`config.mk`:
```
export PLATFORM = sky130hd
export DESIGN_NAME = dmem_arbiter
export DESIGN_NICKNAME = d
export VERILOG_FILES = /design/src/rtl/dmem_arbiter.sv
export SDC_FILE = /design/constraint.sdc
export NUM_CORES = 1
export LEC_CHECK = 0
export CORE_AREA = 3 3 121 123
export CTS_CLUSTER_DIAMETER = 100
export DETAILED_ROUTE_END_ITERATION = 10
export DIE_AREA = 0 0 124 126
export GPL_TIMING_DRIVEN = 0
export HOLD_SLACK_MARGIN = 0.1
export PLACE_DENSITY = 0.58
export RECOVER_POWER = 50
export SLEW_MARGIN = 20
export SYNTH_ARGS = -nofsm -noshare
export SYNTH_HDL_FRONTEND = slang
export SYNTH_SLANG_ARGS = --single-unit
```
`constraint.sdc`:
```
create_clock -name clk -period 2.3 [get_ports clk]
set_input_delay 0.345 -clock clk [delete_from_list [all_inputs] [get_ports clk]]
set_output_delay 0.345 -clock clk [all_outputs]
set_load 0.01 [all_outputs]
```
`src/rtl/dmem_arbiter.sv`:
```
// Two-port arbiter in front of the single-port data memory: core LSU (port 0) and debug/DMA loader (port 1).
// Grant is combinational in the request cycle; read data returns one cycle after the grant.
module dmem_arbiter #(
  parameter int AW       = 32,
  parameter int DW       = 32,
  parameter int MAX_LOCK = 4
) (
  input  logic            clk,
  input  logic            rst,

  input  logic            p0_req,
  input  logic            p0_we,
  input  logic [AW-1:0]   p0_addr,
  input  logic [DW-1:0]   p0_wdata,
  input  logic [DW/8-1:0] p0_wmask,
  output logic            p0_gnt,
  output logic            p0_rvalid,
  output logic [DW-1:0]   p0_rdata,

  input  logic            p1_req,
  input  logic            p1_we,
  input  logic [AW-1:0]   p1_addr,
  input  logic [DW-1:0]   p1_wdata,
  input  logic [DW/8-1:0] p1_wmask,
  input  logic            p1_lock,
  output logic            p1_gnt,
  output logic            p1_rvalid,
  output logic [DW-1:0]   p1_rdata,

  output logic            core_stall,

  output logic            mem_en,
  output logic            mem_we,
  output logic [AW-1:0]   mem_addr,
  output logic [DW-1:0]   mem_wdata,
  output logic [DW/8-1:0] mem_wmask,
  input  logic [DW-1:0]   mem_rdata
);

  localparam logic [3:0] LOCK_MAX = 4'(MAX_LOCK);

  logic       last_gnt;
  logic [3:0] lock_cnt;
  logic       rd_pend;
  logic       rd_owner;
  logic       locked;
  logic       gnt0;
  logic       gnt1;

  // A held lock keeps port 1 granted only until the burst bound is reached.
  assign locked = (lock_cnt != 4'd0) && p1_req && p1_lock && (lock_cnt < LOCK_MAX);

  always_comb begin
    gnt0 = 1'b0;
    gnt1 = 1'b0;
    if (rst) begin
      if (locked) begin
        gnt1 = 1'b1;
      end else if (p0_req && p1_req) begin
        if (last_gnt) gnt0 = 1'b1;
        else          gnt1 = 1'b1;
      end else if (p0_req) begin
        gnt0 = 1'b1;
      end else if (p1_req) begin
        gnt1 = 1'b1;
      end
    end
  end

  assign p0_gnt     = gnt0;
  assign p1_gnt     = gnt1;
  assign core_stall = p0_req & ~gnt0;

  always_comb begin
    mem_en    = gnt0 | gnt1;
    mem_we    = 1'b0;
    mem_addr  = '0;
    mem_wdata = '0;
    mem_wmask = '0;
    if (gnt0) begin
      mem_we    = p0_we;
      mem_addr  = p0_addr;
      mem_wdata = p0_wdata;
      mem_wmask = p0_wmask;
    end else if (gnt1) begin
      mem_we    = p1_we;
      mem_addr  = p1_addr;
      mem_wdata = p1_wdata;
      mem_wmask = p1_wmask;
    end
  end

  always_ff @(posedge clk) begin
    if (!rst) begin
      last_gnt <= 1'b0;
      lock_cnt <= 4'd0;
      rd_pend  <= 1'b0;
      rd_owner <= 1'b0;
    end else begin
      if (mem_en) last_gnt <= gnt1;
      if (gnt1 && p1_lock) begin
        if (lock_cnt != LOCK_MAX) lock_cnt <= lock_cnt + 4'd1;
      end else if (mem_en) begin
        lock_cnt <= 4'd0;
      end
      rd_pend <= mem_en & ~mem_we;
      if (mem_en && !mem_we) rd_owner <= gnt1;
    end
  end

  // Gating with rst squashes a return that was in flight when reset arrived.
  assign p0_rvalid = rst & rd_pend & ~rd_owner;
  assign p1_rvalid = rst & rd_pend &  rd_owner;
  assign p0_rdata  = p0_rvalid ? mem_rdata : '0;
  assign p1_rdata  = p1_rvalid ? mem_rdata : '0;

endmodule

```
==> key figures, run 1 <==
Synthesis
  – Synth Register Bits: 7
  – Fraction of registers with async set/reset: 0%
  – Share of the synthesized area in the top cell type: 37.30%
  – Synth Net Count: 391
  – Post-Syn Area: 1597 um2
  – Register area share after synthesis: 8.777%
  – Top_reg_cell synth: dfxtp_1
  – Mapped Avg Cell Area: 7.460 um2
  – Post-synth EDFFs: 0
  – Ys Warns: 0
  – Post-Syn Instances: 214
  – Top cell type by total area after synthesis: a22o_1
  – Yosys cell types: 38
  – Cells taking the most area after synthesis: a22o_1 (37%), and2_1 (25%), dfxtp_1 (8.8%)

Power and ir drop
  – Seq pwr share: 10.6%
  – Clock power share: 23.4%
  – Combinational Power Share: 66.0%
  – Peak supply drop: 344.2 uV
  – Leak Pwr: 2.492 nW
  – Internal: 0.8943 mW
  – Tot Pwr: 1.279 mW
  – Pwr/cell area: 247.5 nW/um2
  – Switching power share of the total: 30.10%
  – Psw: 0.3851 mW

CTS
  – Reg clk slew, reported paths: 0.04 ns
  – Clock Latency Late Sink: 0.23 ns
  – Htree depth: 1
  – Clock buffer count from CTS: 3
  – CTS tree: done
  – Root Buffer Master: clkbuf_16
  – CTS Buffer Depth: 2
  – CTS Sinks: 7

Timing
  – Headroom to the max-slew limit: 73.77%
  – Setup_tns: -10.70 ns
  – Period Utilization, post-route: 109.0%
  – Tightest Pin Transition: 0.3929 ns
  – Achievable Freq: 398.9 MHz
  – Final clock skew: 0.0005506 ns
  – Hold WS: 0.5284 ns
  – RSZ-0062 raised after global routing: yes
  – Final Setup Violations: 70
  – Hold Violations, Final: 0
  – Final worst setup slack: -0.2067 ns
  – Slew Limit Fails: 0
  – Post-layout minimum cycle time: 2.507 ns

Die
  – DIE WIDTH: 124 um
  – Area of the core: 13,770 um2
  – Die Height: 126 um
  – IO Pins: 314
  – Initial Util: 11.59%
  – Rows: 43
  – Die ar.: 15,620 um2

Min path
  – HP Class: register to register
  – Hold wc startpoint: rd_owner$_SDFFE_PN0P_

Cells and area
  – NumNets Final: 727
  – Final cell count without fillers: 729
  – Share of layout cells above drive strength 1: 24.04%
  – Ant. Diodes: 0
  – Layout Area Growth over Synthesis: 223.7%

Setup path
  – Most frequent CP cell: buf_6
  – Worst Path Max Fanout: 8
  – Worst path required time: 1.96 ns
  – Max incr delay on CP: 0.53 ns
  – Kind of end point of the critical path: output port
  – Critical path class: register to output port
  – Critical Path Start: lock_cnt[0]$_SDFFE_PN0P_
  – Reg-to-Reg Start: lock_cnt[0]$_SDFFE_PN0P_
  – WP data arrival: 2.16 ns
  – Slowest CP cell: or4b_4
  – Startpoint Class: register
  – CP cell instances: inv_2 -> ha_4 -> or4b_4 -> a21oi_4 -> nor2_4 -> buf_6 -> buf_6 -> a22o_1 -> buf_2

Global routing
  – Vias in the first global route: 3,152
  – Largest net degree at the start of global routing: 11
  – Total gr overflow: 0
  – Initial antenna violation count: 5
  – First-pass GRT wire length: 18,480 um
  – GR Util All Layers: 15.22%

Detailed routing
  – Wire per inst: 18.45 um
  – 1st-iter DRT viols: 87
  – Aggregate routed wire length: 13,450 um
  – Via count: 3,084
  – Antenna-violating nets left: 0
  – Vias per cell: 4.230
  – Iteration count of the initial detailed-routing pass: 4
  – DRC errors left: 0

Placement
  – Post-detail-place hpwl: 11,230 um
  – Routability Congestion: 0.8903
  – Placed Cells incl. Taps: 707
  – Input/output buffers: 313

Outcome
  – Status: finished, violations left
  – Failing checks: negative setup slack

Flow run
  – Max_cap viols: 0
[layout make-up]
| cell class | instances | area, um2 |
|---|---|---|
| repair buffers | 331 | 3062 |
| inverters | 6 | 35.03 |
| plain buffers | 23 | 240.2 |
| clock buffers | 4 | 78.83 |
| well taps | 180 | 225.2 |
| flip-flops and latches | 7 | 142.6 |
| multi-input cells | 178 | 1385 |
| fillers | 1410 | 8605 |
[stage by stage]
stage               instance area (um2)  utilization, %  worst slack, ns
floorplan                          1597               -           0.1453
global placement                   4955           35.97           -1.057
detailed placement                 4955           35.97           -1.083
CTS                                5127           37.23          -0.2309
global route                       5169           37.53          -0.2469
finish                             5169           37.53          -0.2067
[cells by family after synthesis]
kind of cell / share of synthesized area [%]
muxes: 0.6270
DFF: 8.777
AOI/OAI and AO/OA: 44.99
and+or+nand+nor: 34.88
xor gates and xnor gates: 0.5487
buffers and inverters: 8.621
adders and majority gates: 1.567
[repair_timing]
action / 4_1_cts / 5_1_grt
endpoints found under the setup margin: 139 / 102
pin swaps: 43 / 10
hold buffers: 0 / 0
gates cloned: 5 / 0
gates resized for setup: 378 / 29
buffers inserted: 12 / 3
[cells in the final DEF (no fill, tap or decap), drive strengths merged, types with 2 or more instances in the layout]
cell           instances
nand2                  7
nand3                  4
clkbuf                12
a21oi                  2
inv                    5
nor2                   2
buf                  105
o21ai                  2
nor3                   2
clkdlybuf4s50        223
ha                     2
dfxtp                  7
nor2b                  2
dlymetal6s2s          16
and2                  65
a22o                  68
nand2b                 2
[routing by layer]
| metal | share of wire (%) | track usage, % | up-vias |
|---|---|---|---|
| li1 | - | - | 1473 |
| met5 | 0.35 | 0 | - |
| met2 | 50 | 27.97 | 144 |
| met1 | 38 | 17.00 | 1429 |
| met4 | 1.9 | 3.415 | 8 |
| met3 | 9.0 | 4.580 | 30 |
[critical path: cells and delay by family, from the launching register on]
kind                     cells  cell delay [ns]
AO/OA/AOI/OAI                2             0.37
adder cells (fa/ha/maj)      1             0.15
buffers and inverters        4             0.44
flip-flops                   1             0.33
AND/OR/NAND/NOR              2             0.63
[synthesized netlist by cell type (2+ instances only)]
cell type / n
a22o_1: 68
and2_1: 65
clkbuf_1: 11
buf_2: 10
dfxtp_1: 7
nand2_1: 7
inv_1: 5
a21oi_1: 2
buf_6: 2
ha_1: 2
nand2b_1: 2
nand3_1: 2
nand3_2: 2
nor2_1: 2
nor2b_1: 2
nor3_1: 2
o21ai_0: 2
[state kept, by name, indices dropped and copies added, names as in the netlist]
register / cells
last_gnt: 1
lock_cnt: 4
rd_owner: 1
rd_pend: 1
[power groups by stage]
stage / Sequential, mW / Combinational (mW) / Clock, mW
after floorplan: 0.134 / 0.247 / 0
after global placement: 0.135 / 0.828 / 0
after detailed placement: 0.136 / 0.834 / 0
after CTS: 0.136 / 0.847 / 0.305
after global routing: 0.137 / 0.895 / 0.315
final: 0.136 / 0.844 / 0.299
[path summary, 6_finish.rpt]
path | slack, ns | cells past startpoint | endpoint
max | -0.21 | 9 | mem_addr[20]
min | 0.53 | 2 | rd_owner$_SDFFE_PN0P_
max reg2reg | 0.53 | 8 | rd_owner$_SDFFE_PN0P_
min reg2reg | 0.53 | 2 | rd_owner$_SDFFE_PN0P_
Power figures use the tool's default switching activity.
==> run 2, diff against run 1 <==
--- a/config.mk
+++ b/config.mk
@@ -12,7 +12,7 @@
 export GPL_TIMING_DRIVEN = 0
 export HOLD_SLACK_MARGIN = 0.1
 export PLACE_DENSITY = 0.58
-export RECOVER_POWER = 50
+export RECOVER_POWER = 25
 export SLEW_MARGIN = 20
 export SYNTH_ARGS = -nofsm -noshare
 export SYNTH_HDL_FRONTEND = slang
==> results of run 2 <==
No change in the layout: final DEF, timing and power equal those of run 1.
